==> config.mk <==
export PLATFORM = sky130hd
export DESIGN_NAME = fem_cfg_writer
export DESIGN_NICKNAME = d
export VERILOG_FILES = /design/src/rtl/fem_cfg_writer.sv
export SDC_FILE = /design/constraint.sdc
export NUM_CORES = 1
export LEC_CHECK = 0
export CAP_MARGIN = 10
export CORE_AREA = 3 3 82 84
export CTS_CLUSTER_SIZE = 8
export DETAILED_ROUTE_END_ITERATION = 12
export DIE_AREA = 0 0 85 87
export HOLD_SLACK_MARGIN = 0.03
export PLACE_DENSITY = 0.67
export SLEW_MARGIN = 20
export SYNTH_ARGS = -nofsm -noshare
export SYNTH_HDL_FRONTEND = slang
export SYNTH_SLANG_ARGS = --single-unit
export TNS_END_PERCENT = 5
==> constraint.sdc <==
create_clock -name clk -period 2.6 [get_ports clk]
set_input_delay 0.52 -clock clk [delete_from_list [all_inputs] [get_ports clk]]
set_output_delay 0.52 -clock clk [all_outputs]
set_load 0.01 [all_outputs]
==> src/rtl/fem_cfg_writer.sv <==
// rtl/fem_cfg_writer.sv - 3-wire serial register writer for the GNSS RF front-end (FEM)

module fem_cfg_writer #(
    parameter int CLK_DIV = 4
) (
    input  logic        clk,
    input  logic        nrst,
    input  logic        wr_valid,
    output logic        wr_ready,
    input  logic [3:0]  wr_addr,
    input  logic [27:0] wr_data,
    output logic        done,
    output logic        fem_cs_n,
    output logic        fem_sclk,
    output logic        fem_sdata
);

    if (CLK_DIV < 1 || CLK_DIV > 255) begin : g_bad_clk_div
        $error("fem_cfg_writer: CLK_DIV must be in 1..255");
    end

    localparam logic [7:0] DIV_LAST = 8'(CLK_DIV - 1);

    typedef enum logic [1:0] {
        IDLE,
        SHIFT,
        HOLD,
        GAP
    } state_t;

    state_t      state, state_nx;
    logic [7:0]  div, div_nx;
    logic [4:0]  bit_cnt, bit_nx;
    logic        phase, phase_nx;
    logic [31:0] frame, frame_nx;
    logic        div_end;
    logic        ready_nx, done_nx, cs_n_nx, sclk_nx, sdata_nx;

    assign div_end = (div == DIV_LAST);

    always_comb begin
        state_nx = state;
        div_nx   = div;
        bit_nx   = bit_cnt;
        phase_nx = phase;
        frame_nx = frame;
        case (state)
            IDLE: begin
                if (wr_valid && wr_ready) begin
                    state_nx = SHIFT;
                    frame_nx = {wr_data, wr_addr};
                    div_nx   = 8'd0;
                    bit_nx   = 5'd31;
                    phase_nx = 1'b0;
                end
            end
            SHIFT: begin
                // phase 0 = SCLK low half, phase 1 = SCLK high half of the current bit
                if (div_end) begin
                    div_nx = 8'd0;
                    if (!phase) begin
                        phase_nx = 1'b1;
                    end else if (bit_cnt == 5'd0) begin
                        state_nx = HOLD;
                        phase_nx = 1'b0;
                    end else begin
                        bit_nx   = bit_cnt - 5'd1;
                        phase_nx = 1'b0;
                    end
                end else begin
                    div_nx = div + 8'd1;
                end
            end
            HOLD: begin
                if (div_end) begin
                    div_nx   = 8'd0;
                    state_nx = GAP;
                end else begin
                    div_nx = div + 8'd1;
                end
            end
            GAP: begin
                if (div_end) begin
                    div_nx   = 8'd0;
                    state_nx = IDLE;
                end else begin
                    div_nx = div + 8'd1;
                end
            end
            default: state_nx = IDLE;
        endcase

        // Pins are decoded from the next state so every output leaves a flop.
        ready_nx = (state_nx == IDLE);
        cs_n_nx  = !(state_nx == SHIFT || state_nx == HOLD);
        sclk_nx  = (state_nx == SHIFT) && phase_nx;
        sdata_nx = !cs_n_nx && frame_nx[bit_nx];
        done_nx  = (state_nx == GAP) && (div_nx == DIV_LAST);
    end

    always_ff @(posedge clk or negedge nrst) begin
        if (!nrst) begin
            state     <= IDLE;
            div       <= 8'd0;
            bit_cnt   <= 5'd0;
            phase     <= 1'b0;
            frame     <= 32'd0;
            wr_ready  <= 1'b1;
            done      <= 1'b0;
            fem_cs_n  <= 1'b1;
            fem_sclk  <= 1'b0;
            fem_sdata <= 1'b0;
        end else begin
            state     <= state_nx;
            div       <= div_nx;
            bit_cnt   <= bit_nx;
            phase     <= phase_nx;
            frame     <= frame_nx;
            wr_ready  <= ready_nx;
            done      <= done_nx;
            fem_cs_n  <= cs_n_nx;
            fem_sclk  <= sclk_nx;
            fem_sdata <= sdata_nx;
        end
    end

endmodule

Word level (Yosys, flattened, before mapping). Index checks and enable logic that the tools add are counted.

Flip-flop bits (word level): 53. Latch bits: 0. RAM bits: 0. ROM bits: 0. Input port bits: 35. Output and inout bits: 5. Logic and storage cells: 54. Memories kept: 0.

Add/sub/neg operators: 2. Multiply operators: 0. Divide/modulo/power cells: 0. Magnitude comparators: 1. Eq/ne operators: 8. Shift-type cells: 0. Mux-type cells: 23. Bitwise logic cells: 0. Reductions and logical operators: 10.

Operators with widths (count): 32-bit two-way mux (2); 5-bit two-way mux (4); 8-bit by 2-bit == test with 1-bit output, second input constant (2); 8-bit two-way mux (2); 8-bit case mux with 2 select lines (1); 2-bit two-way mux (6); 5-bit case mux with 2 select lines (1); 8-bit by 1-bit adder with 8-bit output, second input constant (1); 2-bit == test, second input constant (4); 2-bit case mux with 4 select lines (1); 5-bit by 6-bit < comparator with 1-bit output, second input constant (1); 1-bit binary-select mux with 5-bit select (1); 5-bit zero test (1); 5-bit by 1-bit subtractor with 5-bit output, second input constant (1); 2-bit by 1-bit == test with 1-bit output, second input constant (2); 1-bit logical AND (4); 2-bit zero test (2); 1-bit two-way mux (4); 3-bit OR reduction (1); 1-bit case mux with 2 select lines (1); 1-bit zero test (1); 1-bit logical OR (1).

Longest topological paths before layout. Gate-level depths: netlist of run 1.

Depth in word-level cells: 8. Depth in mapped cells: 12. Gate-level depth less buffers: 11.

Least setup slack after synthesis of run 1. Ideal clock, no wire load.

Path type: reg-to-reg. From: register div[0]. To: register fem_sdata. Arrival time: 2.666 ns. Data required time: 2.514 ns. Slack: -0.151 ns. Stages on the path, launching flop included: 12. Path buffers: 2. Path through: dfrtp_1 -> ha_1 -> or3b_2 -> clkbuf_1 -> nor4_4 -> mux2_4 -> inv_2 -> buf_6 -> nor2_1 -> a221oi_1 -> a22oi_2 -> o221ai_2.

Cells in the longest elaborated chain, start to end: 6.

Ends and longest elaborated chain: start: declaration (RTL line 32) `logic [7:0] div, div_nx;`; start signal: assignment (RTL line 115) `div <= div_nx;`; 8-bit by 2-bit == test with 1-bit output (RTL line 39) `assign div_end = (div == DIV_LAST);`; 5-bit two-way mux (RTL line 59) `if (div_end) begin`; 5-bit case mux with 2 select lines (RTL line 47) `case (state)`; net bit_nx[1] (RTL line 33) `logic [4:0] bit_cnt, bit_nx;`; 1-bit binary-select mux with 5-bit select (RTL line 97) `sdata_nx = !cs_n_nx && frame_nx[bit_nx];`; 1-bit two-way mux (implied by the code) (RTL line 97); 1-bit logical AND (RTL line 97); net sdata_nx (RTL line 37) `logic ready_nx, done_nx, cs_n_nx, sclk_nx, sdata_nx;`; end signal: assignment (RTL line 123) `fem_sdata <= sdata_nx;`; end: declaration (RTL line 15) `output logic fem_sdata`.

The timed path passes the listed nets, and every way through them passes these cells. The select of a mux whose other input is x is not followed.

Worst setup path after layout of run 1.
From: register div[4]. To: register fem_sdata.

Cells in the longest elaborated chain, start to end: 6.

Ends and longest elaborated chain (RTL line): 8-bit by 2-bit == test with 1-bit output * (39); 5-bit two-way mux, or another cell as far along (59); 5-bit case mux with 2 select lines or 2-bit case mux with 4 select lines (tied branches) (47); 1-bit binary-select mux with 5-bit select, or another cell as far along (97); 1-bit two-way mux (implied by the code) or 1-bit logical OR (tied branches) (97, 95); 1-bit logical AND * (97); net sdata_nx (37).

The timed path passes the listed nets; every way through them passes the cells marked *. The select of a mux whose other input is x is not followed.

==> qor.txt, run 1 <==
Status - finished clean
Register area - 0.00133 mm^2
Syn_nets - 280
Setup slack after layout - 0.0285 ns
Final cell count without fillers - 395
Crit Path Max Fanout - 4
Fin crit share - 98.9%
Distinct cell type count after synthesis - 57
Critical path arrival - 2.77 ns
Grt ovf - 0
Row count - 28
Clock-pin slew on the worst setup and hold paths - 0.10 ns
Area of the core - 0.00599 mm^2
Total GRT Usage - 17.9%
Total of max-cap violations - 0
Area grow syn2layout - 38.5%
Post-synthesis sequential element count - 53
Die width - 85 um
Number of global-route vias before repair - 2210
Share of synthesized registers carrying an async set or reset - 100%
Top_reg_cell synth - dfrtp_1
Worst-Skew Late Latency - 0.31 ns
Syn Area/Cell - 11.3 um^2
Multi-input gate area - 0.00140 mm^2
Pre-CTS setup slack - -0.151 ns
Setup violators final - 0
Startpoint class of the critical path - flop
Inst Count DP - 385
Layout cells sized above 1 - 35.0%
Worst Setup Path Type - reg2reg
Ranking of synthesized cells by area - dfrtp_1 (47%), mux2_2 (12%), mux2i_1 (3.7%)
Critical path required time - 2.80 ns
Pwr/cell area - 1010 mW/mm^2
Fin. max-slew vios - 0
Drt pass-1 iters - 4
Post-synth top cells - dfrtp_1 (51), mux2_2 (29), o21ai_0 (19)
Dominant cell type by area after synthesis - dfrtp_1
Final hold viol count - 0
Design area - 0.00374 mm^2
Mapped Area - 0.00270 mm^2
VDD IR max - 0.453 mV
Most frequent cell after synthesis - dfrtp_1
Worst setup EP type - flop
RSZ-0062 raised after global routing - true
Hold Path Class - in2async
Yosys warns - 0
Post-route ant nets - 0
First-pass GRT wire length - 10600 um
Final GP Congestion - 0.835
Post-Syn Instances - 240
FMAX - 389 MHz
Final core occ - 62.5%
WL final - 5990 um
Final worst path period need - 2.57 ns
Clock Skew - 0.0116 ns
CTS buffer count - 5
Max_slew headroom - 61.6%
WHS - 0.190 ns
Hold buffers post-CTS - 0
Overall Power - 3.77 mW
Die footprint - 0.00740 mm^2
DRC violation count after routing - 0
Nets - 359
TritonCTS clock tree - done
Fill cell count - 484
Antenna violations before repair - 0
Post-synth EDFFs - 0
Chip height - 87 um
DP Wirelength - 4440 um
IO Port Bufs - 39
Number of vias per cell - 5.30
Least-Margin Pin Slew - 0.575 ns
Clock sink count - 53
Clk buf depth - 2
Sequential area share after synthesis - 49.2%
Post-synth top area share - 47.2%
Pin count of the biggest net entering global routing - 54
Setup TNS - 0 ns
Post-Place Cell Area - 0.00351 mm^2
Leakage - 1.61 nW
Depth of the CTS H-tree - 2
Antenna diodes - 0
DR WL/cell - 15.2 um
Root Driver - clkbuf_8
Ports - 40
DR vias - 2092
Initial core utilization - 45.1%
First DRT Iteration DRCs - 130
-- state kept, by name, indices dropped and copies added, names as in the netlist --
signal / flops
bit_cnt: 5
phase: 1
frame: 32
div: 8
wr_ready: 1
fem_cs_n: 1
fem_sclk: 1
state: 2
done: 1
fem_sdata: 1
-- cells in the final DEF (no fill, tap or decap), drive strengths merged, types with 7 or more instances in the layout --
cell            n
mux2           30
mux2i          10
buf            45
inv            14
o21ai          22
dfrtp          51
nor2           17
nand2           7
o211ai          9
clkdlybuf4s50  38
-- metal layers --
| metal | wire (um) | track usage, % | up-vias | share of wire (%) |
|---|---|---|---|---|
| met4 | 46 | 3.74 | 0 | 0.77 |
| met5 | 0 | 0 | - | 0 |
| met3 | 264 | 3.78 | 4 | 4.4 |
| met1 | 2810 | 24.3 | 1010 | 47 |
| li1 | - | - | 1031 | - |
| met2 | 2870 | 29.7 | 47 | 48 |
-- cell families (layout without fill, tap and decap cells) --
kind of cell / count (synthesis) / after routing / synth area share (%)
compound gates: 52 / 52 / 12.8
buf+inv: 25 / 105 / 4.17
simple gates: 64 / 64 / 14.8
xor+xnor: 1 / 1 / 0.324
flops: 53 / 53 / 49.2
fa+ha+maj: 5 / 5 / 2.32
mux: 40 / 40 / 16.4
-- critical path, cell delays in order (launching register included) --
cell      delay (ns)
dfrtp_1         0.39
or4_4           0.58
nor4_4          0.40
mux2_4          0.38
buf_4           0.15
o211ai_1        0.12
a31oi_4         0.14
a22oi_2         0.20
o221ai_2        0.11
-- power by group --
part | leakage [nW] | switching [mW] | internal [mW] | total [mW]
clock network | 0.0554 | 0.269 | 0.289 | 0.558
registers | 0.652 | 0.153 | 1.12 | 1.27
logic | 0.902 | 0.935 | 1.01 | 1.94
-- worst paths after layout --
check	start	endpoint	slack (ns)	cells past startpoint
max in group asynchronous	nrst	fem_cs_n	2.13	2
worst max register to register	div[4]	fem_sdata	0.03	8
worst min register to register	frame[23]	frame[23]	0.50	2
worst max-delay path	div[4]	fem_sdata	0.03	8
min in group clk	frame[23]	frame[23]	0.50	2
worst min-delay path	nrst	frame[24]	0.19	2
-- timing repair --
action / in CTS / in global routing
setup endpoints to repair: 2 / 2
resized for setup: 10 / 13
pin swaps: 2 / 3
buffers inserted: 1 / 1
-- cell type report --
| cell class | instances | share of cell area (%) |
|---|---|---|
| clock buffer | 6 | 1.94 |
| clock inverter | 2 | 1.04 |
| inverter | 14 | 1.54 |
| multi-input combinational | 162 | 37.3 |
| sequential | 53 | 35.5 |
| tap | 75 | 2.51 |
| timing repair buffer | 83 | 20.1 |
(Power assumes the default switching activity.)
==> run 2, diff against run 1 <==
--- a/config.mk
+++ b/config.mk
@@ -5,13 +5,14 @@
 export SDC_FILE = /design/constraint.sdc
 export NUM_CORES = 1
 export LEC_CHECK = 0
-export CAP_MARGIN = 10
+export CAP_MARGIN = 30
 export CORE_AREA = 3 3 82 84
 export CTS_CLUSTER_SIZE = 8
 export DETAILED_ROUTE_END_ITERATION = 12
 export DIE_AREA = 0 0 85 87
+export DONT_BUFFER_PORTS = 1
 export HOLD_SLACK_MARGIN = 0.03
-export PLACE_DENSITY = 0.67
+export PLACE_DENSITY = 0.59
 export SLEW_MARGIN = 20
 export SYNTH_ARGS = -nofsm -noshare
 export SYNTH_HDL_FRONTEND = slang
==> run 2 against run 1 <==
  * Core utilization fell by 8.7 points
  * Wire length is 2.3% lower
  * Total power shrank 8.2%
  * Global-route usage shrank 0.99 points
  * Combinational power is 12% lower
  * Setup slack improved by 0.0047 ns
  * Critical path type unchanged
==> qor.txt, run 2 (synthesized netlist as in run 1, its figures left out) <==
Status - finished clean
Drt pass-1 iters - 4
CTS buffer count - 5
Least-Margin Pin Slew - 0.499 ns
Inst Count DP - 337
Clock-pin slew on the worst setup and hold paths - 0.11 ns
Grt ovf - 0
Final GP Congestion - 0.830
WL final - 5850 um
Depth of the CTS H-tree - 2
Critical path required time - 2.81 ns
Final cell count without fillers - 348
Leakage - 1.40 nW
Total GRT Usage - 16.9%
Die width - 85 um
TritonCTS clock tree - done
Number of global-route vias before repair - 2042
Clock sink count - 53
Chip height - 87 um
Area grow syn2layout - 19.2%
Setup TNS - 0 ns
Commonest non-fill, non-tap cell in the layout - dfrtp_1
Total of max-cap violations - 0
DR WL/cell - 16.8 um
Nets - 312
Setup violators final - 0
Met3 Wirelength - 262 um
Number of vias per cell - 5.60
Reg with most FFs - frame
DP Wirelength - 4280 um
Largest register FFs - 32
Wire length on met2 - 2660 um
Wl on met1 - 2870 um
Clk buf depth - 2
Row count - 28
Ports - 40
Root Driver - clkbuf_8
Antenna violations before repair - 0
Worst-Skew Late Latency - 0.31 ns
Pwr/cell area - 1080 mW/mm^2
Fin crit share - 98.7%
Final worst path period need - 2.57 ns
DRC violation count after routing - 0
Post-route ant nets - 0
First-pass GRT wire length - 9960 um
Die footprint - 0.00740 mm^2
Fin. max-slew vios - 0
Final hold viol count - 0
Commonest cells after routing, fill and taps aside - dfrtp_1 (51), buf_4 (33), mux2_2 (29)
Worst setup EP type - flop
FMAX - 390 MHz
Startpoint class of the critical path - flop
Largest regs - frame: 32 flops, div: 8 flops, bit_cnt: 5 flops
Max layer used - met4
Area of the core - 0.00599 mm^2
Max_slew headroom - 66.6%
Antenna diodes - 0
Worst Setup Path Type - reg2reg
IO Port Bufs - 0
Crit Path Max Fanout - 6
First DRT Iteration DRCs - 112
Initial core utilization - 45.1%
Critical path arrival - 2.77 ns
VDD IR max - 0.462 mV
DR vias - 1948
Clock Skew - 0.00905 ns
RSZ-0062 raised after global routing - true
Pin count of the biggest net entering global routing - 54
Hold Path Class - in2async
Design area - 0.00322 mm^2
Layout cells sized above 1 - 36.6%
Post-Place Cell Area - 0.00302 mm^2
run 2: final timing paths:
kind / start / end / slack [ns] / cells after the start
setup / recovery: div[6] / fem_sdata / 0.03 / 8
hold / removal: nrst / div[2] / 0.05 / 1
setup reg to reg: div[6] / fem_sdata / 0.03 / 8
hold reg to reg: frame[27] / frame[27] / 0.49 / 2
max in group asynchronous: nrst / wr_ready / 2.27 / 1
min in group clk: wr_data[19] / frame[23] / 0.36 / 2
run 2: cell type report:
type,count,area [um^2]
tap,75,93.8
clock inverter,3,26.3
fill,538,2770
clock buffer,5,68.8
multi-input combinational,162,1350
inverter,14,55.1
timing repair buffer,36,298
sequential,53,1330
run 2: metal layers:
metal | up-vias | GRT usage, %
met5 | - | 0
met4 | 0 | 4.60
met3 | 5 | 4.07
met2 | 46 | 26.4
met1 | 954 | 23.6
li1 | 943 | -
run 2: what timing repair did:
action	4_1_cts	5_1_grt
endpoints found under the hold margin	53	0
resized for setup	5	9
endpoints found under the setup margin	2	2
buffers inserted	0	2
hold buffers	1	0
pin swaps	2	6
run 2: where the power goes:
part           switching, mW  internal (mW)
Combinational          0.874          0.834
Clock                  0.295          0.196
Sequential             0.147           1.12
Total                   1.32           2.15
run 2: worst max-delay path, cell delays in order (launching register included):
cell and delay, ns:
dfrtp_1 0.39, or4_4 0.57, buf_6 0.16, and4bb_2 0.33, mux2i_4 0.34, nor3b_2 0.25, a31oi_2 0.13, a22oi_2 0.19
o221ai_2 0.11
run 2: stage by stage:
| stage | total power [mW] | setup slack [ns] | hold WS [ns] | util (%) |
|---|---|---|---|---|
| floorplan | 2.36 | -0.0260 | 0.224 | - |
| global route | 3.74 | -0.0471 | 0.0570 | 53.8 |
| finish | 3.46 | 0.0332 | 0.0535 | 53.8 |
| detailed placement | 2.87 | -0.0298 | 0.226 | 50.5 |
| global placement | 2.86 | -0.0329 | 0.226 | 50.5 |
| CTS | 3.43 | 0.0144 | 0.0573 | 52.9 |
